### config.mk
export PLATFORM = sky130hd
export DESIGN_NAME = uart_alu_sequencer
export DESIGN_NICKNAME = d
export VERILOG_FILES = /design/src/rtl/uart_alu_sequencer.sv
export SDC_FILE = /design/constraint.sdc
export NUM_CORES = 1
export LEC_CHECK = 0
export ABC_AREA = 1
export BUFFER_PORTS_ARGS = -buffer_cell sky130_fd_sc_hd__buf_2
export CAP_MARGIN = 0
export CORE_MARGIN = 2
export CORE_UTILIZATION = 55
export CTS_BUF_LIST = sky130_fd_sc_hd__clkbuf_16
export CTS_CLUSTER_DIAMETER = 80
export DETAILED_ROUTE_END_ITERATION = 8
export GPL_ROUTABILITY_DRIVEN = 0
export PLACE_DENSITY = 0.88
export SYNTH_ARGS = -nofsm -noshare
export SYNTH_HDL_FRONTEND = slang
export SYNTH_SLANG_ARGS = --single-unit
### constraint.sdc
create_clock -name i_clock -period 3.2 [get_ports i_clock]
set_clock_uncertainty 0.05 [all_clocks]
set_input_delay 0.48 -clock i_clock [delete_from_list [all_inputs] [get_ports i_clock]]
set_output_delay 0.48 -clock i_clock [all_outputs]
set_load 0.1 [all_outputs]
### src/rtl/uart_alu_sequencer.sv
// ---------------------------------------------------------------------------
// uart_alu_sequencer
//
// Frame controller that sits between a UART receiver/transmitter pair and an
// ALU. It collects three bytes in order (operand A, operand B, opcode) and
// presents them to the ALU as registered operands. It then captures the ALU
// result and hands it to the transmitter with a one-cycle start pulse. It also
// handles these fault cases:
//   - a stalled frame, resynchronised by an inter-byte timeout;
//   - an illegal opcode, which is rejected;
//   - a missing tx_done, caught by a transmit watchdog.
//
// Ports:
//   i_clock      system clock, rising edge
//   i_reset      synchronous, active-high reset
//   i_rx_done    one-cycle pulse, i_rx_data valid in that cycle
//   i_rx_data    received byte
//   i_alu_result combinational ALU result for o_data_a/o_data_b/o_op
//   i_tx_done    one-cycle pulse at the end of the transmitted stop bit
//   o_data_a     registered operand A
//   o_data_b     registered operand B
//   o_op         registered opcode
//   o_tx_start   one-cycle transmit start pulse
//   o_tx_data    byte to transmit, stable from the start pulse until idle
//   o_busy       high whenever a frame is in progress
//   o_err        sticky error code: 00 none, 01 rx timeout, 10 bad opcode,
//                11 tx watchdog; cleared when the next frame's A is accepted
// ---------------------------------------------------------------------------
module uart_alu_sequencer #(
  parameter int DBIT    = 8,
  parameter int NB_OP   = 6,
  parameter int TIMEOUT = 50000
) (
  input  logic             i_clock,
  input  logic             i_reset,
  input  logic             i_rx_done,
  input  logic [DBIT-1:0]  i_rx_data,
  input  logic [DBIT-1:0]  i_alu_result,
  input  logic             i_tx_done,
  output logic [DBIT-1:0]  o_data_a,
  output logic [DBIT-1:0]  o_data_b,
  output logic [NB_OP-1:0] o_op,
  output logic             o_tx_start,
  output logic [DBIT-1:0]  o_tx_data,
  output logic             o_busy,
  output logic [1:0]       o_err
);

  localparam int CW = $clog2(TIMEOUT) + 1;
  localparam logic [CW-1:0] CNT_LAST = CW'(TIMEOUT - 1);
  localparam logic [CW-1:0] CNT_MAX  = '1;

  localparam logic [1:0] ERR_NONE    = 2'b00;
  localparam logic [1:0] ERR_RX_TO   = 2'b01;
  localparam logic [1:0] ERR_BAD_OP  = 2'b10;
  localparam logic [1:0] ERR_TX_WDOG = 2'b11;

  typedef enum logic [2:0] {
    IDLE    = 3'd0,
    WAIT_B  = 3'd1,
    WAIT_OP = 3'd2,
    EXEC    = 3'd3,
    SEND    = 3'd4,
    WAIT_TX = 3'd5
  } state_t;

  state_t           state_q, state_d;
  logic [CW-1:0]    cnt_q, cnt_d;
  logic [DBIT-1:0]  data_a_q, data_a_d;
  logic [DBIT-1:0]  data_b_q, data_b_d;
  logic [NB_OP-1:0] op_q, op_d;
  logic [DBIT-1:0]  tx_data_q, tx_data_d;
  logic [1:0]       err_q, err_d;

  logic [NB_OP-1:0] rx_op;
  logic             cnt_expired;

  // Only the ALU functions implemented downstream are accepted.
  function automatic logic op_legal(input logic [NB_OP-1:0] op);
    logic ok;
    ok = 1'b0;
    if (op == NB_OP'(6'b100000) || op == NB_OP'(6'b100010) ||
        op == NB_OP'(6'b100100) || op == NB_OP'(6'b100101) ||
        op == NB_OP'(6'b100110) || op == NB_OP'(6'b100111) ||
        op == NB_OP'(6'b000011) || op == NB_OP'(6'b000010))
      ok = 1'b1;
    return ok;
  endfunction

  // Saturating increment, so a long stall cannot wrap the counter back
  // below the limit.
  function automatic logic [CW-1:0] cnt_inc(input logic [CW-1:0] c);
    return (c == CNT_MAX) ? c : c + CW'(1);
  endfunction

  assign rx_op       = i_rx_data[NB_OP-1:0];
  assign cnt_expired = (cnt_q == CNT_LAST);

  always_comb begin
    state_d   = state_q;
    cnt_d     = cnt_q;
    data_a_d  = data_a_q;
    data_b_d  = data_b_q;
    op_d      = op_q;
    tx_data_d = tx_data_q;
    err_d     = err_q;

    case (state_q)
      IDLE: begin
        if (i_rx_done) begin
          data_a_d = i_rx_data;
          err_d    = ERR_NONE;
          cnt_d    = '0;
          state_d  = WAIT_B;
        end
      end

      WAIT_B: begin
        // An arriving byte takes priority over an expiring counter.
        if (i_rx_done) begin
          data_b_d = i_rx_data;
          cnt_d    = '0;
          state_d  = WAIT_OP;
        end else if (cnt_expired) begin
          err_d   = ERR_RX_TO;
          state_d = IDLE;
        end else begin
          cnt_d = cnt_inc(cnt_q);
        end
      end

      WAIT_OP: begin
        if (i_rx_done) begin
          if (op_legal(rx_op)) begin
            op_d    = rx_op;
            state_d = EXEC;
          end else begin
            err_d   = ERR_BAD_OP;
            state_d = IDLE;
          end
        end else if (cnt_expired) begin
          err_d   = ERR_RX_TO;
          state_d = IDLE;
        end else begin
          cnt_d = cnt_inc(cnt_q);
        end
      end

      // o_op became valid on entry here, so the ALU result is settled.
      EXEC: begin
        tx_data_d = i_alu_result;
        state_d   = SEND;
      end

      SEND: begin
        cnt_d   = '0;
        state_d = WAIT_TX;
      end

      // Received bytes are dropped here; only tx_done or the watchdog exits.
      WAIT_TX: begin
        if (i_tx_done) begin
          state_d = IDLE;
        end else if (cnt_expired) begin
          err_d   = ERR_TX_WDOG;
          state_d = IDLE;
        end else begin
          cnt_d = cnt_inc(cnt_q);
        end
      end

      default: begin
        state_d = IDLE;
      end
    endcase
  end

  always_ff @(posedge i_clock) begin
    if (i_reset) begin
      state_q   <= IDLE;
      cnt_q     <= '0;
      data_a_q  <= '0;
      data_b_q  <= '0;
      op_q      <= '0;
      tx_data_q <= '0;
      err_q     <= ERR_NONE;
    end else begin
      state_q   <= state_d;
      cnt_q     <= cnt_d;
      data_a_q  <= data_a_d;
      data_b_q  <= data_b_d;
      op_q      <= op_d;
      tx_data_q <= tx_data_d;
      err_q     <= err_d;
    end
  end

  assign o_data_a   = data_a_q;
  assign o_data_b   = data_b_q;
  assign o_op       = op_q;
  assign o_tx_data  = tx_data_q;
  assign o_err      = err_q;
  assign o_tx_start = (state_q == SEND);
  assign o_busy     = (state_q != IDLE);

endmodule

# ---- Word-level counts from Yosys, hierarchy flattened
# Cells that the tools add are included.
# W data, S select, Z words.
dict set report classes {
  add_sub_neg 1
  n_eq_ne 21
  mux 25
  reduce_logical 16
}
# operator n
set op_table {}
lappend op_table {{$mux W17} 6}
lappend op_table {{$pmux W17 S5} 1}
lappend op_table {{$eq A6 B6 Y1 const B} 6}
lappend op_table {{$pmux W3 S6} 1}
lappend op_table {{$add A17 B1 Y17 const B} 1}
lappend op_table {{$eq A17 B16 Y1 const B} 1}
lappend op_table {{$eq A17 B17 Y1 const B} 1}
lappend op_table {{$mux W2} 8}
lappend op_table {{$mux W3} 5}
lappend op_table {{$eq A6 B2 Y1 const B} 2}
lappend op_table {{$ne A2 B2 Y1 const B} 5}
lappend op_table {{$pmux W2 S4} 1}
lappend op_table {{$logic_or A1 B1 Y1} 7}
lappend op_table {{$eq A3 B2 Y1 const B} 2}
lappend op_table {{$eq A3 B3 Y1 const B} 2}
lappend op_table {{$reduce_and A6 Y1} 1}
lappend op_table {{$reduce_bool A5 Y1} 1}
lappend op_table {{$reduce_and A2 Y1} 2}
lappend op_table {{$reduce_and A4 Y1} 1}
lappend op_table {{$reduce_bool A4 Y1} 1}
lappend op_table {{$eq A3 B1 Y1 const B} 1}
lappend op_table {{$logic_not A3 Y1} 1}
lappend op_table {{$mux W1} 3}
lappend op_table {{$ne A3 B3 Y1 const B} 1}
lappend op_table {{2 further kinds} 2}
dict set report word_totals {
  regBits 52
  input_bits 20
  output_inout_bits 34
  word_cells 70
}

# ---- Logic depth before layout (Yosys ltp)
# Gate-level depths: netlist of the first run.
dict set report depth {
  ltp_word 14
  mapped_depth 12
  depth_no_buf 11
}

# ---- Least setup slack after synthesis of the first run
# No wires, ideal clock.
dict set report synth_timing {
  path_kind {register to output}
  startpoint {register state_q[2]}
  endpoint {output port o_busy}
  arrival_time_ns 1.281
  path_slack_ns 1.389
  path_stages_with_launch 5
  path_cell_list {dfxtp_1 nor2_2 inv_2 nor2_2 inv_1}
}
dict set report synth_via {
  elab_chain_len 1
}
# element line
set synth_lines {}
lappend synth_lines {{start, declared} 67} ;# state_t state_q, state_d;
lappend synth_lines {{start signal, assigned} 188} ;# state_q <= state_d;
lappend synth_lines {{$reduce_bool A3 Y1} 204} ;# assign o_busy = (state_q != IDLE);
lappend synth_lines {{end, declared} 45} ;# output logic o_busy,
# Every way passes these cells.

# ---- Final worst setup path of the first run
# Ends and elaborated chain as after synthesis.

==> impl_metrics.py, run 1 <==
metrics = {
    "status": {
        "status": "completed",
    },
    "sta": {
        "min_period_ns": 2.17,
        "rsz0062_at_grt": "false",
        "fmax_mhz": 461,
        "slew_headroom_pct": 56.1,
        "holdWs_ns": 0.372,
        "finalSetupViolations": 0,
        "drv_slew": 0,
        "worst_pin_slew_ns": 0.658,
        "hold_viol": 0,
        "fin_crit_sh_pct": 67.8,
        "tns_ns": 0,
    },
    "die": {
        "coreArea_um2": 4410,
        "initial_core_util_pct": 58.0,
        "die_w_um": 72.3,
        "die_area_um2": 5220,
        "fp.dieH_um": 72.3,
        "io_pins": 54,
        "rows": 24,
    },
    "detailed_routing": {
        "drcViolationCount": 0,
        "detail_route.vias_per_cell": 5.39,
        "ant_nets": 0,
        "vias": 2496,
        "wl_per_cell_um": 12.7,
        "dr.first_iter.drc_count": 104,
        "drtPass1Iterations": 4,
        "wirelength_mm": 5.89,
    },
    "pwr": {
        "power.total_mw": 1.57,
        "power_leakage_nw": 1.40,
        "power_per_cell_area_nw_per_um2": 520,
        "ir_worst_vdd_mv": 0.412,
    },
    "clocking": {
        "cts_resized": 0,
        "h-tree-depth": 2,
        "clkTransAtPathRegs_ns": 0.06,
        "cts_root_buf": "clkbuf_16",
        "cts_tree": "built",
        "clkLatencyLatePin_ns": 0.29,
        "clock_path_buffers": 2,
        "clock_sinks": 52,
        "hold_buffers": 0,
        "postCtsSetupBuffers": 0,
        "cts_buffers": 5,
    },
    "logic_synthesis": {
        "synth_flop_cell": "dfxtp_1",
        "synth_top_area_cell": "dfxtp_1",
        "synth_area_leaders": "dfxtp_1, nand2_1, nor2_1",
        "synth.distinct_cells": 38,
        "yosysSeqAreaShare_pct": 40.6,
        "yosysTopAreaCellShare_pct": 40.6,
        "syn-num-nets": 378,
        "syn-cell-area_um2": 2560,
        "synth_edf_count": 0,
        "async_reset_ff_share_pct": 0,
        "yosys_warnings": 0,
        "yosysMostFrequentCell": "nand2_1",
        "synth_common_cells": "nand2_1, nor2_1, dfxtp_1",
        "postSynthAreaPerCell_um2": 7.18,
        "ys_seq_elements": 52,
        "syn_inst": 357,
    },
    "critical_path": {
        "required_ns": 2.67,
        "start_kind": "flop",
        "critPathMaxFanout": 10,
        "worstSetupPathType": "reg2out",
        "cp-end-kind": "output pin",
        "cp.arrival_ns": 1.64,
    },
    "min_path": {
        "hold_path.class": "in2reg",
    },
    "global_route": {
        "grt_overflow": 0,
        "antenna_found_initial": 0,
        "track_usage_pct": 24.0,
        "grt_pass1_vias": 2312,
        "grt_start_max_net_pins": 25,
        "grt_pass1_wl_mm": 9.93,
    },
    "layout": {
        "areaGrowthSynthToFinish_pct": 17.5,
        "postLayoutCellArea_um2": 3010,
        "diodes": 0,
        "instances_no_fill": 463,
        "fin_nets": 431,
        "drive_gt1_share_pct": 24.8,
    },
    "place": {
        "hpwl_mm": 4.49,
        "dpl_cell_area_um2": 2850,
        "dp_cells": 455,
        "portBuffers": 53,
    },
    "job": {
        "max-cap-violations": 0,
    },
}
==> final cells by class <==
type	instances	area [µm²]
Tap cell	52	65.1
Clock inverter	3	38.8
Inverter	44	170
Clock buffer	5	125
Fill cell	348	1400
Sequential cell	52	1040
Timing Repair Buffer	53	265
Multi-Input combinational cell	254	1310
==> critical path, stage by stage, from the launching register on <==
cell and delay [ns]:
dfxtp_1 0.38, nor2_2 0.21, inv_2 0.07, nor2_2 0.29, inv_1 0.09, buf_2 0.30
==> routing by layer <==
| metal | wire length, µm | global-route usage [%] | vias to the layer above |
|---|---|---|---|
| li1 | - | - | 1250 |
| met1 | 2520 | 27.7 | 1174 |
| met2 | 3060 | 43.9 | 65 |
| met3 | 248 | 5.28 | 7 |
| met4 | 56 | 7.34 | 0 |
| met5 | 0 | 0 | - |
==> stage by stage <==
stage / worst slack, ns / utilization [%]
final: 1.03 / 68.2
after global routing: 0.906 / 68.2
after CTS: 1.03 / 68.2
after detailed placement: 1.21 / 64.5
after global placement: 1.27 / 64.5
after floorplan: 1.39 / -
==> state kept, by name, indices dropped and copies added (netlist names) <==
register	cells
cnt_q	17
state_q	3
o_tx_data	8
o_op	6
o_err	2
o_data_b	8
o_data_a	8
==> cell usage in the layout, fill, tap and decap left out, types with 2 or more instances in the layout <==
cell type and n:
nand3_2 3, inv_1 34, nand2_1 69, nand3_1 17, nor2_1 65, nand3b_1 2, nand2_2 3, nand3_4 3
clkbuf_16 5, inv_2 9, a31oi_1 2, nor2_2 6, a21oi_2 4, dfxtp_1 52, nor3_2 3, nor3_1 5
nand4_1 5, o21ai_2 2, o21ai_0 26, nor2_4 3, a21oi_1 22, buf_2 53, o21ai_1 3
==> where the power goes <==
part / switching, mW / total [mW] / internal (mW)
logic: 0.230 / 0.285 / 0.0555
registers: 0.0133 / 0.681 / 0.668
clock network: 0.234 / 0.599 / 0.365
total: 0.477 / 1.57 / 1.09
==> cells by family after synthesis <==
| logic type | after synthesis | share of synthesized area [%] |
|---|---|---|
| buffers and inverters | 51 | 8.45 |
| xor gates and xnor gates | 1 | 0.342 |
| adders and majority gates | 1 | 0.488 |
| DFF | 52 | 40.6 |
| AOI/OAI and AO/OA | 63 | 13.9 |
| and+or+nand+nor | 189 | 36.2 |
==> worst paths after layout <==
| kind | start | endpoint | slack (ns) | cells after the start |
|---|---|---|---|---|
| worst max-delay path | state_q[2]$_SDFFE_PP0N_ | o_busy | 1.03 | 5 |
| worst min-delay path | i_alu_result[6] | o_tx_data[6]$_SDFFE_PP0P_ | 0.37 | 3 |
| worst max register to register | cnt_q[1]$_SDFFE_PP0P_ | cnt_q[10]$_SDFFE_PP0P_ | 1.31 | 10 |
| worst min register to register | o_op[4]$_SDFFE_PP0P_ | o_op[4]$_SDFFE_PP0P_ | 0.40 | 2 |
Power figures use the tool's default switching activity.
==> run 2, diff against run 1 <==
- CORE_UTILIZATION: 55 -> 49
- PLACE_DENSITY: 0.88 -> 0.84
- clock period: 3.2 -> 1.9 ns (I/O delays scaled with it)
==> run 2 against run 1 <==
  * Critical path type unchanged
  * Count of clock-buffer cells in the layout is the same
  * Hold slack lost 0.21 ns
  * Via count shrank 2.9%
  * Sequential share of layout area down 0.86 points
  * Sequential power increased by 69%
  * Clock power increased by 74%
  * Cell count is 5.2% higher
  * Largest cell class unchanged
  * Die area rose by 12%
  * Total power increased by 71%
  * Critical path depth did not move
==> impl_metrics.py, run 2 (same netlist as run 1, synthesis figures left out) <==
metrics = {
    "status": {
        "status": "completed",
    },
    "sta": {
        "drv_slew": 0,
        "worst_pin_slew_ns": 0.498,
        "fin_ws_ns": 0.0649,
        "tns_ns": 0,
        "rsz0062_at_grt": "true",
        "fmax_mhz": 545,
        "min_period_ns": 1.84,
        "holdWs_ns": 0.162,
        "fin_crit_sh_pct": 96.6,
        "hold_viol": 0,
        "finalSetupViolations": 0,
        "slew_headroom_pct": 67.0,
    },
    "layout": {
        "multiInputGateArea_um2": 1310,
        "utilization_pct": 61.0,
        "instances_no_fill": 487,
        "final_common_cell": "nand2_1",
        "areaGrowthSynthToFinish_pct": 20.8,
        "regArea_um2": 1040,
        "fill_cells": 465,
        "layout_common_cells": "nand2_1, nor2_1, buf_2",
        "largest_reg_flops": 17,
        "diodes": 0,
        "drive_gt1_share_pct": 26.6,
        "fin_nets": 437,
        "regMostFlops": "cnt_q",
    },
    "die": {
        "io_pins": 54,
        "initial_core_util_pct": 50.5,
        "fp.dieH_um": 76.3,
        "coreArea_um2": 5070,
        "die_area_um2": 5820,
        "die_w_um": 76.3,
        "rows": 26,
    },
    "clocking": {
        "h-tree-depth": 2,
        "clock_sinks": 52,
        "cts_tree": "built",
        "clkTransAtPathRegs_ns": 0.07,
        "hold_buffers": 0,
        "clock_path_buffers": 2,
        "clkLatencyLatePin_ns": 0.29,
        "cts_buffers": 5,
        "cts_root_buf": "clkbuf_16",
    },
    "global_route": {
        "track_usage_pct": 20.1,
        "grt_overflow": 0,
        "grt_pass1_wl_mm": 9.81,
        "grt_pass1_vias": 2324,
        "antenna_found_initial": 0,
        "grt_start_max_net_pins": 24,
    },
    "critical_path": {
        "required_ns": 1.56,
        "critPathMaxFanout": 5,
        "start_kind": "flop",
        "cp.arrival_ns": 1.50,
        "cp-end-kind": "output pin",
        "ff2ff_path_depth": 11,
        "worstSetupPathType": "reg2out",
    },
    "pwr": {
        "p_sw_share_pct": 30.6,
        "p_seq_share_pct": 42.7,
        "clockPowerShare_pct": 38.9,
        "ir_worst_vdd_mv": 0.730,
        "p_sw_mw": 0.820,
        "power_leakage_nw": 1.44,
        "internal_power_mw": 1.86,
        "power_per_cell_area_nw_per_um2": 867,
        "combPwrFrac_pct": 18.4,
    },
    "detailed_routing": {
        "drcViolationCount": 0,
        "drtPass1Iterations": 4,
        "wirelength_mm": 5.52,
        "detail_route.vias_per_cell": 4.98,
        "vias": 2423,
        "wl_per_cell_um": 11.3,
        "dr.first_iter.drc_count": 80,
        "ant_nets": 0,
    },
    "job": {
        "max-cap-violations": 0,
    },
    "min_path": {
        "hold_path.class": "in2reg",
        "hold_path_depth": 3,
    },
    "place": {
        "pre_cts_ws_ns": 0.151,
        "hpwl_mm": 4.23,
        "portBuffers": 53,
        "dp_cells": 479,
    },
}
[run 2: worst paths after layout]
| kind | start | end | slack (ns) |
|---|---|---|---|
| worst max-delay path | state_q[2]$_SDFFE_PP0N_ | o_busy | 0.06 |
| worst min-delay path | i_alu_result[7] | o_tx_data[7]$_SDFFE_PP0P_ | 0.16 |
| worst max register to register | cnt_q[1]$_SDFFE_PP0P_ | cnt_q[10]$_SDFFE_PP0P_ | 0.15 |
| worst min register to register | o_op[3]$_SDFFE_PP0P_ | o_op[3]$_SDFFE_PP0P_ | 0.40 |
[run 2: final cells by class]
cell class / count / area share, %
Multi-Input combinational cell: 254 / 42.2
Sequential cell: 52 / 33.7
Timing Repair Buffer: 59 / 10.1
Inverter: 44 / 5.50
Clock buffer: 5 / 4.04
Tap cell: 70 / 2.83
Clock inverter: 3 / 1.62
[run 2: critical path, cell delays in order, from the launching register on]
cell      delay, ns
dfxtp_1        0.39
nor2_2         0.20
inv_2          0.07
nor2_2         0.20
inv_1          0.07
clkbuf_4       0.28
[run 2: per-stage QoR]
stage	instance area, µm²	total power, mW
CTS	3090	2.71
global route	3090	2.79
floorplan	2560	1.57
detailed placement	2910	1.66
finish	3090	2.68
global placement	2910	1.65
[run 2: power by group through the flow]
stage	combinational, mW	sequential [mW]	clock (mW)
floorplan	0.206	1.36	0
global placement	0.483	1.17	0
detailed placement	0.490	1.17	0
CTS	0.492	1.15	1.07
global route	0.529	1.15	1.11
finish	0.492	1.15	1.04
[run 2: layer usage]
metal  vias up  wire length, µm  global-route usage [%]
li1       1267                -                       -
met5         -                0                       0
met3         6              300                    5.45
met1      1092             2420                    23.9
met4         0               36                    6.73
met2        58             2760                    34.9
[run 2: timing repair]
action / CTS / global route
setup endpoints to repair: 0 / 2
buffers inserted: 0 / 0
resized for setup: 0 / 3
